$ cat src/rtl/rob.sv
// Reorder buffer: circular queue of in-flight instructions indexed by tag. Allocates at
// dispatch, captures out-of-order writebacks, retires in order and flushes on branch/exception.
module rob #(
    parameter int unsigned ROB_DEPTH      = 8,
    parameter int unsigned GPR_ADDR_WIDTH = 5,
    parameter int unsigned DATA_WIDTH     = 32,
    localparam int unsigned TagW          = $clog2(ROB_DEPTH),
    localparam int unsigned CntW          = TagW + 1
) (
    input  logic                      clk,
    input  logic                      rst,
    input  logic                      alloc_req,
    input  logic [GPR_ADDR_WIDTH-1:0] alloc_dst_addr,
    input  logic                      alloc_dst_wen,
    output logic                      alloc_ready,
    output logic                      allocate_en,
    output logic [TagW-1:0]           rob_alloc_tag_2rat,
    output logic [GPR_ADDR_WIDTH-1:0] rob_alloc_dst_addr_2rat,
    output logic                      rob_alloc_dst_wen_2rat,
    input  logic                      wb_en,
    input  logic [TagW-1:0]           wb_tag,
    input  logic [DATA_WIDTH-1:0]     wb_data,
    input  logic                      wb_br_taken,
    input  logic                      wb_exp,
    input  logic [TagW-1:0]           rd1_tag,
    input  logic [TagW-1:0]           rd2_tag,
    output logic                      rd1_ready,
    output logic                      rd2_ready,
    output logic [DATA_WIDTH-1:0]     rd1_data,
    output logic [DATA_WIDTH-1:0]     rd2_data,
    output logic                      commit_en,
    output logic [GPR_ADDR_WIDTH-1:0] rob_commit_dst_addr_2rat,
    output logic                      rob_commit_dst_wen,
    output logic [DATA_WIDTH-1:0]     rob_commit_data,
    output logic                      rob_commit_br_taken,
    output logic                      rob_commit_exp_en
);

    logic [ROB_DEPTH-1:0]      valid_q;
    logic [ROB_DEPTH-1:0]      done_q;
    logic [ROB_DEPTH-1:0]      dst_wen_q;
    logic [ROB_DEPTH-1:0]      br_taken_q;
    logic [ROB_DEPTH-1:0]      exp_q;
    logic [GPR_ADDR_WIDTH-1:0] dst_addr_q [ROB_DEPTH];
    logic [DATA_WIDTH-1:0]     data_q     [ROB_DEPTH];
    logic [TagW-1:0]           head_q, tail_q;
    logic [CntW-1:0]           count_q, count_d;

    logic flush;
    logic wb_take;

    // Full check deliberately ignores a same-cycle commit.
    assign alloc_ready = (count_q != CntW'(ROB_DEPTH));
    assign commit_en   = valid_q[head_q] & done_q[head_q];
    assign flush       = commit_en & (br_taken_q[head_q] | exp_q[head_q]);
    assign allocate_en = alloc_req & alloc_ready & ~flush;
    assign wb_take     = wb_en & valid_q[wb_tag] & ~flush;

    assign rob_alloc_tag_2rat      = tail_q;
    assign rob_alloc_dst_addr_2rat = alloc_dst_addr;
    assign rob_alloc_dst_wen_2rat  = alloc_dst_wen;

    assign rob_commit_dst_wen       = commit_en & dst_wen_q[head_q];
    assign rob_commit_dst_addr_2rat = rob_commit_dst_wen ? dst_addr_q[head_q] : '0;
    assign rob_commit_data          = commit_en ? data_q[head_q] : '0;
    assign rob_commit_br_taken      = commit_en & br_taken_q[head_q];
    assign rob_commit_exp_en        = commit_en & exp_q[head_q];

    // Operand lookup, bypassing a writeback landing this cycle.
    always_comb begin
        rd1_ready = valid_q[rd1_tag] & (done_q[rd1_tag] | (wb_en & (wb_tag == rd1_tag)));
        rd2_ready = valid_q[rd2_tag] & (done_q[rd2_tag] | (wb_en & (wb_tag == rd2_tag)));
        rd1_data  = '0;
        rd2_data  = '0;
        if (rd1_ready) begin
            rd1_data = (wb_en && wb_tag == rd1_tag) ? wb_data : data_q[rd1_tag];
        end
        if (rd2_ready) begin
            rd2_data = (wb_en && wb_tag == rd2_tag) ? wb_data : data_q[rd2_tag];
        end
    end

    assign count_d = count_q + CntW'(allocate_en) - CntW'(commit_en);

    always_ff @(posedge clk or posedge rst) begin
        if (rst) begin
            valid_q    <= '0;
            done_q     <= '0;
            dst_wen_q  <= '0;
            br_taken_q <= '0;
            exp_q      <= '0;
            for (int i = 0; i < ROB_DEPTH; i++) begin
                dst_addr_q[i] <= '0;
                data_q[i]     <= '0;
            end
            head_q  <= '0;
            tail_q  <= '0;
            count_q <= '0;
        end else if (flush) begin
            valid_q <= '0;
            done_q  <= '0;
            head_q  <= '0;
            tail_q  <= '0;
            count_q <= '0;
        end else begin
            if (wb_take) begin
                done_q[wb_tag]     <= 1'b1;
                data_q[wb_tag]     <= wb_data;
                br_taken_q[wb_tag] <= wb_br_taken;
                exp_q[wb_tag]      <= wb_exp;
            end
            if (commit_en) begin
                valid_q[head_q] <= 1'b0;
                head_q          <= head_q + 1'b1;
            end
            // Allocation never targets a valid slot, so it cannot collide with wb or commit.
            if (allocate_en) begin
                valid_q[tail_q]    <= 1'b1;
                done_q[tail_q]     <= 1'b0;
                br_taken_q[tail_q] <= 1'b0;
                exp_q[tail_q]      <= 1'b0;
                dst_addr_q[tail_q] <= alloc_dst_addr;
                dst_wen_q[tail_q]  <= alloc_dst_wen;
                tail_q             <= tail_q + 1'b1;
            end
            count_q <= count_d;
        end
    end

endmodule

$ cat config.mk
export PLATFORM = sky130hd
export DESIGN_NAME = rob
export DESIGN_NICKNAME = d
export VERILOG_FILES = /design/src/rtl/rob.sv
export SDC_FILE = /design/constraint.sdc
export NUM_CORES = 1
export LEC_CHECK = 0
export ABC_AREA = 1
export ABC_CLOCK_PERIOD_IN_PS = 13750
export CAP_MARGIN = 10
export CORE_ASPECT_RATIO = 1.4
export CORE_MARGIN = 4
export CORE_UTILIZATION = 55
export DETAILED_ROUTE_END_ITERATION = 6
export DONT_BUFFER_PORTS = 1
export PLACE_DENSITY_LB_ADDON = 0.05
export REMOVE_ABC_BUFFERS = 1
export SLEW_MARGIN = 40
export SYNTH_ARGS = -nofsm -noshare
export SYNTH_HDL_FRONTEND = slang
export SYNTH_SLANG_ARGS = --single-unit
$ cat constraint.sdc
create_clock -name clk -period 13.75 [get_ports clk]
set_input_delay 1.375 -clock clk [delete_from_list [all_inputs] [get_ports clk]]
set_output_delay 1.375 -clock clk [all_outputs]
set_load 0.01 [all_outputs]
# Yosys cells after proc, flatten, opt, wreduce, memory -nomap -nowiden
# Cells that the tools add are included.
# W data, S select, Z words.
[word_totals]
reg_bits = 346
elab_cells = 159
out_inout_bits = 118
[classes]
reduce_logical = 11
order_cmp = 15
n_addsub = 4
n_eq_ne = 3
n_mux = 72
n_bitwise = 30
[ops]
columns = ["operator", "n"]
rows = [
  ["$mux W32", 12],
  ["$bmux W32 S3", 3],
  ["$bwmux W256", 1],
  ["$mux W8", 14],
  ["$demux W32 S3", 1],
  ["$bwmux W40", 1],
  ["$and A8 B8 Y8", 4],
  ["$bmux W1 S3", 10],
  ["$bwmux W8", 3],
  ["$ge A4 B4 Y1 const B", 5],
  ["$lt A3 B4 Y1 const B", 5],
  ["$mux W5", 4],
  ["$not A3 Y4", 5],
  ["$not A8 Y8", 2],
  ["$or A8 B8 Y8", 2],
  ["$bmux W5 S3", 1],
  ["$demux W5 S3", 1],
  ["$and A1 B1 Y1", 13],
  ["$mux W1", 13],
  ["$mux W3", 4],
  ["$demux W1 S3", 3],
  ["$ge A3 B1 Y1 const B", 3],
  ["$lt A4 B1 Y1 const B", 2],
  ["$logic_and A1 B1 Y1", 7],
  ["10 further kinds", 16],
]

# Depth between registers and ports, before layout
# Gate-level depths: netlist (run 1).
[logic_depth]
word_depth = 11
ltp_mapped = 18
depth_no_buf = 15

# Worst setup path before layout (run 1)
# Ideal clock, no wire load.
[synth_timing]
path_kind = "input -> output"
from = "in rd1_tag[0]"
to = "out rd1_data[25]"
arrival_time_ns = 2.827
setup_slack_ns = 9.548
cell_stages = 10
path_cell_list = "clkbuf_1 > buf_2 > buf_2 > buf_1 > nand2_1 > nand3_1 > o21ai_0 > nand2_1 > a31oi_1 > nor2_1"
[synth_via]
elab_chain_cells = 6
[synth_rtl]
columns = ["item", "line_no", "rtl"]
rows = [
  ["from (decl)", "25", "input logic [TagW-1:0] rd1_tag,"],
  ["$not A3 Y4 (implied by the code)", "76", "rd1_data = (wb_en && wb_tag == rd1_tag) ? wb_data : data_q[rd1_tag];"],
  ["$bmux W32 S3", "76", ""],
  ["$mux W32 (implied by the code) (2 in a row)", "76", ""],
  ["$mux W32", "76", ""],
  ["$mux W32 *", "75", "if (rd1_ready) begin"],
  ["to (decl)", "29", "output logic [DATA_WIDTH-1:0] rd1_data,"],
]
# Every way passes the cells marked *; elsewhere a longest branch is shown, timed or not. The select of a mux whose other input is x is not followed.

# Final worst setup path (run 1)
[layout_timing]
from = "reg head_q[2]"
to = "out rob_commit_data[22]"
[layout_via]
elab_chain_cells = 5
[layout_rtl]
columns = ["item", "line_no", "rtl"]
rows = [
  ["from (decl)", "46", "logic [TagW-1:0] head_q, tail_q;"],
  ["from (signal assigned)", "114", "head_q <= head_q + 1'b1;"],
  ["$not A3 Y4 (implied by the code)", "65", "assign rob_commit_data = commit_en ? data_q[head_q] : '0;"],
  ["$bmux W32 S3", "65", ""],
  ["$mux W32 (implied by the code) (2 in a row)", "65", ""],
  ["$mux W32 *", "65", ""],
  ["to (decl)", "34", "output logic [DATA_WIDTH-1:0] rob_commit_data,"],
]
# Marks and branches as above.

==> impl_results.md, run 1 <==
* CP Class: flop to output port
* CP required at 12.38 ns
* Leading cell type in the layout, fill and taps excluded: nand2_1
* Crit Path Max Fanout at 28
* Post-detail-place hpwl at 42200 µm
* Fin util at 0.590
* Most frequent cells in the layout: nand2_1 (804), o21ai_0 (577), dfrtp_1 (345), inv_1 (196), nor2_1 (171)
* Fmax at 186 MHz
* Clock Tree Root: clkbuf_16
* Input/output buffers at 0
* Unrepaired setup endpoints after global routing: false
* Die Y at 238 µm
* GRT Total Usage at 0.354
* Router iterations before antenna repair at 6
* Slowest CP cell: nor4_1
* Hold_buf cts at 0
* Place WS at 8.59 ns
* DRC at 0
* Max-capacitance violation count at 0
* Post CTS Setup Buffer Count at 0
* Vias after detailed routing at 21033
* H-tree depth at 2
* GPL Wtd Cong at 0.922
* CTS tree: done
* Most frequent CP cell: nand2_1
* Antenna viol nets, final at 0
* Synthesized area at 0.0208 mm²
* Outcome: finished clean
* Worst vdd ir at 0.156 mV
* Slew at the pin with the worst max-slew slack at 0.941 ns
* Startpoint types: flop
* Avg Inst Size Synth at 7.01 µm²
* DIE AREA at 0.0411 mm²
* Register area share after synthesis at 0.416
* Vias in the first global route at 19750
* Area delta synth->final at 6.42%
* Data arrival, critical path at 4.00 ns
* Vias per cell at 6.35
* Initial antenna violation count at 0
* DIE WIDTH at 172 µm
* #FFs+latches synth at 346
* Worst Skew at 0.0191 ns
* Later-pin clock latency in the skew report at 0.55 ns
* Crit path largest cell delay at 0.84 ns
* First-pass GRT wire length at 113000 µm
* Placed insts at 3241
* Routed wire length at 74100 µm
* Setup Total Neg Slack at 0 ns
* Initial Util at 0.555
* Final nets at 2870
* Max Slew Vio Count at 0
* CTS resizes at 0
* Final hold vios at 0
* N_diodes at 0
* Share of cells above drive strength 1 at 0.0535
* PD cells at 222 mW/mm²
* Largest net degree at the start of global routing at 196
* Core box area at 0.0375 mm²
* Final Cycle Share at 0.391
* Bufs on Longest Clock Path at 3
* Slew headroom at 0.367
* Drt initial violations at 2456
* Fin cells at 3312
* Setup violators final at 0
* Clock sinks at 346
* Drt wl/cell at 22.4 µm
* Netlist cell types at 40
* Hold Slack at 0.482 ns
* Cells after Synth at 2970
* Synth Warn # at 0
* Clock transition at path regs at 0.06 ns
* Crit end category: output port
* GR Overflow Total at 0
* Crit path max-delay family: simple AND/OR/NAND/NOR gates
* Fin crit period at 5.37 ns
* CP bufs+invs at 3
* Static leakage at 10.2 nW
* Standard-cell rows at 84
* CTS buffer count at 39
* Final worst slack at 8.38 ns
* I/O pin count at 171
* Worst hold path type: flop to flop
* CP cell instances: inv_1, nor2_1, nand2_1, buf_4, clkinv_1, nand2_1, o221ai_1, nor4_1
cell families (layout without fill, tap and decap cells):
family | Yosys count | in the layout | share of synthesized area
compound gates | 978 | 978 | 0.257
fa+ha+maj | 8 | 8 | 0.00517
buf+inv | 445 | 314 | 0.0873
mux | 11 | 11 | 0.00535
flops | 346 | 346 | 0.416
xor+xnor | 3 | 3 | 0.00126
simple gates | 1179 | 1179 | 0.228
layout make-up:
| class | instances | area [µm²] |
|---|---|---|
| Tap cell | 473 | 592 |
| Fill cell | 3531 | 15400 |
| Clock inverter | 13 | 159 |
| Timing Repair Buffer | 35 | 297 |
| Sequential cell | 346 | 8660 |
| Inverter | 208 | 798 |
| Multi-Input combinational cell | 2179 | 10400 |
| Clock buffer | 58 | 1200 |
path summary, 6_finish.rpt:
check	startpoint	to	slack (ns)	depth (start not counted)
max	head_q[2]$_DFFE_PP0P_	rob_commit_data[22]	8.38	8
min	dst_addr_q[2]$_DFFE_PP0P_	dst_addr_q[2]$_DFFE_PP0P_	0.48	2
max reg2reg	head_q[0]$_DFFE_PP0P_	count_q[2]$_DFF_PP0_	10.18	15
min reg2reg	dst_addr_q[2]$_DFFE_PP0P_	dst_addr_q[2]$_DFFE_PP0P_	0.48	2
max in group asynchronous	rst	data_q[192]$_DFFE_PP0P_	11.04	3
min in group asynchronous	rst	dst_addr_q[29]$_DFFE_PP0P_	0.72	1
synthesized netlist by cell type:
| cell | number | area [µm²] |
|---|---|---|
| nand3b_1 | 2 | 15.0 |
| nand3_2 | 1 | 10.0 |
| o21ai_0 | 577 | 2890 |
| buf_6 | 3 | 33.8 |
| ha_1 | 7 | 87.6 |
| inv_2 | 4 | 15.0 |
| nand4_1 | 1 | 6.26 |
| xnor2_1 | 3 | 26.3 |
| o221ai_1 | 23 | 201 |
| a21oi_2 | 1 | 8.76 |
| o21ai_1 | 24 | 120 |
| mux2_2 | 1 | 11.3 |
| o21ai_4 | 1 | 16.3 |
| o31ai_1 | 8 | 60.1 |
| o211ai_1 | 10 | 75.1 |
| a21oi_1 | 152 | 761 |
| nor4_1 | 32 | 200 |
| inv_1 | 199 | 747 |
| nand3_1 | 134 | 671 |
| a221oi_1 | 2 | 17.5 |
| or2_2 | 13 | 81.3 |
| dfrtp_1 | 346 | 8660 |
| nand2_2 | 1 | 6.26 |
| a31oi_1 | 36 | 225 |
| nor3_1 | 13 | 65.1 |
| nor2_1 | 172 | 646 |
| buf_4 | 19 | 143 |
| buf_2 | 43 | 215 |
| fa_1 | 1 | 20.0 |
| o21a_1 | 1 | 7.51 |
| mux2i_1 | 10 | 100 |
| o22ai_1 | 101 | 632 |
| o2111ai_1 | 13 | 114 |
| nand2_1 | 809 | 3040 |
| nor2_4 | 1 | 11.3 |
| clkinv_1 | 5 | 18.8 |
| a211oi_1 | 22 | 165 |
| buf_1 | 19 | 71.3 |
| a22oi_1 | 7 | 52.6 |
| clkbuf_1 | 153 | 574 |
flip-flops by register name, indices dropped and copies added (netlist names):
name and cells:
valid_q 8, dst_wen_q 8, head_q 3, exp_q 8
rob_alloc_tag_2rat 3, done_q 8, dst_addr_q 40, br_taken_q 8
data_q 256, count_q 4
worst reg2reg max path, cell delays in order (launching register included):
cell and delay (ns):
dfrtp_2 0.69, inv_2 0.30, nand2_1 0.13, nand3_1 0.08, nand2_1 0.09, nor2_1 0.06
nor2_4 0.12, buf_4 0.35, o21ai_4 0.21, buf_4 0.29, nand2_1 0.14, inv_1 0.11
ha_1 0.25, fa_1 0.41, xnor2_1 0.17, nor2_1 0.06
routing by layer:
metal,wire length [µm],vias up,global-route usage
li1,-,9721,-
met1,28100,9900,0.448
met2,34800,1129,0.579
met3,6650,283,0.0570
met4,4600,0,0.188
met5,0,-,0
metrics by stage:
stage | power, mW | instance area (µm²)
after floorplan | 3.16 | 19800
after global placement | 3.71 | 20700
after detailed placement | 3.78 | 20800
after CTS | 4.89 | 22100
after global routing | 5.27 | 22200
final | 4.92 | 22200
report_power, final:
group	leakage (nW)	switching, mW	internal [mW]
clock	0.678	0.438	0.661
combinational	5.13	1.23	0.649
sequential	4.39	0.435	1.50
Power figures use the tool's default switching activity.
==> run 2: changes to the inputs <==
--- a/config.mk
+++ b/config.mk
@@ -6,7 +6,7 @@
 export NUM_CORES = 1
 export LEC_CHECK = 0
 export ABC_AREA = 1
-export ABC_CLOCK_PERIOD_IN_PS = 13750
+export ABC_CLOCK_PERIOD_IN_PS = 5050
 export CAP_MARGIN = 10
 export CORE_ASPECT_RATIO = 1.4
 export CORE_MARGIN = 4
==> constraint.sdc (replaced) <==
create_clock -name clk -period 5.05 [get_ports clk]
set_input_delay 0.505 -clock clk [delete_from_list [all_inputs] [get_ports clk]]
set_output_delay 0.505 -clock clk [all_outputs]
set_load 0.01 [all_outputs]
==> run 2 against run 1 <==
Setup slack worse by 7.5 ns. Sequential share of layout area fell by 0.50 points. Critical path depth up 2. Cell count is 1.1% higher. Global-route usage up 1.0 points. Utilization is 0.76 points higher. Wire length rose by 2.8%. Combinational power increased to 2.8 times the previous value. Sequential cell count did not move. First-iteration DRC count increased by 13%. Sequential power grew to 2.7 times the previous value.
==> impl_results.md, run 2 (same netlist as run 1, synthesis figures left out) <==
* Outcome: finished clean
* Die Y at 238 µm
* Crit end category: output port
* Share of cells above drive strength 1 at 0.0636
* Largest net degree at the start of global routing at 196
* Drt wl/cell at 22.7 µm
* CP Class: flop to output port
* Fin crit period at 4.14 ns
* Clock Tree Root: clkbuf_16
* Routed wire length at 76200 µm
* Fin util at 0.598
* Slowest CP cell: nor4_1
* Slew headroom at 0.422
* Crit Path Max Fanout at 36
* First-pass GRT wire length at 117000 µm
* Largest register FFs at 256
* Critical Path Stages at 10
* Cells on worst reg2reg path at 15
* CP cell instances: inv_2, nand2_1, nand3_1, nand2_1, nor2_1, nor2_4, clkinv_1, buf_4, nor4_1, buf_4
* FF-to-FF End: count_q[2]$_DFF_PP0_
* CP bufs+invs at 4
* DIE AREA at 0.0411 mm²
* Max layer used: met4
* Post CTS Setup Buffer Count at 0
* GRT Total Usage at 0.364
* Slew at the pin with the worst max-slew slack at 0.859 ns
* Clock sinks at 346
* Vias in the first global route at 20377
* Worst hold path type: input pin to flop
* I/O pin count at 171
* Vias after detailed routing at 21478
* CTS resizes at 0
* Worst vdd ir at 0.472 mV
* Standard-cell rows at 84
* Later-pin clock latency in the skew report at 0.55 ns
* Max-capacitance violation count at 0
* CTS buffer count at 37
* Bufs on Longest Clock Path at 3
* Startpoint types: flop
* Leading cell type in the layout, fill and taps excluded: nand2_1
* DRC at 0
* Critical Path End: rob_commit_data[20]
* Hold_buf cts at 1
* Most frequent cells in the layout: nand2_1 (804), o21ai_0 (577), dfrtp_1 (345), inv_1 (195), nor2_1 (171)
* Antenna viol nets, final at 0
* Data arrival, critical path at 3.64 ns
* Final Cycle Share at 0.820
* DIE WIDTH at 172 µm
* GPL Wtd Cong at 0.891
* Setup Total Neg Slack at 0 ns
* Post-detail-place hpwl at 44700 µm
* Initial Util at 0.555
* Unrepaired setup endpoints after global routing: false
* Drt initial violations at 2771
* Worst hold stages at 4
* R2R Path Start: head_q[0]$_DFFE_PP0P_
* PD cells at 605 mW/mm²
* Initial antenna violation count at 1
* Critical Path Source: head_q[0]$_DFFE_PP0P_
* Largest regs: data_q x256, dst_addr_q x40
* Hold Slack at 0.225 ns
* Final hold vios at 0
* GR Overflow Total at 0
* CP required at 4.55 ns
* H-tree depth at 2
* Core box area at 0.0375 mm²
* Worst Skew at 0.00910 ns
* Fmax at 241 MHz
* Vias per cell at 6.41
* Clock transition at path regs at 0.06 ns
* Router iterations before antenna repair at 6
* Final nets at 2909
* Crit path max-delay family: simple AND/OR/NAND/NOR gates
* Input/output buffers at 0
* R2r setup slk at 1.35 ns
* Crit path largest cell delay at 0.73 ns
* Area delta synth->final at 7.79%
* Met3 wire length at 7810 µm
* Setup violators final at 0
* Most flops, register: data_q
* CTS tree: done
* Design Power at 13.6 mW
* Static leakage at 10.4 nW
* Post-route met1 wirelength at 28600 µm
* Met2 WL at 35400 µm
* Max Slew Vio Count at 0
run 2: per-layer routing:
layer / vias up / track usage
met3: 292 / 0.0656
met5: - / 0
met1: 10078 / 0.473
li1: 9812 / -
met4: 0 / 0.184
met2: 1296 / 0.582
run 2: layout make-up:
type,instances,area [µm²]
Multi-Input combinational cell,2179,10400
Sequential cell,346,8660
Inverter,208,790
Clock inverter,14,206
Timing Repair Buffer,76,639
Fill cell,3523,15100
Antenna cell,1,2.50
Tap cell,473,592
Clock buffer,53,1100
run 2: worst min path at each step:
stage	from	end
after global placement	dst_addr_q[6]$_DFFE_PP0P_	dst_addr_q[6]$_DFFE_PP0P_
after CTS	wb_exp	exp_q[3]$_DFFE_PP0P_
after floorplan	dst_addr_q[2]$_DFFE_PP0P_	dst_addr_q[2]$_DFFE_PP0P_
after global routing	wb_exp	exp_q[3]$_DFFE_PP0P_
after detailed placement	dst_addr_q[18]$_DFFE_PP0P_	dst_addr_q[18]$_DFFE_PP0P_
final	wb_exp	exp_q[3]$_DFFE_PP0P_
run 2: where the power goes:
group / switching (mW) / internal (mW) / total (mW)
Sequential: 1.23 / 4.08 / 5.31
Clock: 1.20 / 1.77 / 2.97
Combinational: 3.36 / 1.93 / 5.29
Total: 5.79 / 7.79 / 13.6
run 2: tightest hold or removal path, cell delays in order:
cell and delay [ns]:
nor2_1 0.02, nand3_1 0.06, nand2_1 0.05, nor2_1 0.08
run 2: stage by stage:
step / area (µm²) / setup WS [ns] / cells
2_1_floorplan: 19800 / -5.05 / 2733
3_3_place_gp: 21100 / 1.13 / 3281
3_5_place_dp: 21100 / 1.05 / 3281
4_1_cts: 22400 / 0.657 / 3349
5_1_grt: 22400 / 0.868 / 3349
6_report: 22400 / 0.907 / 3350
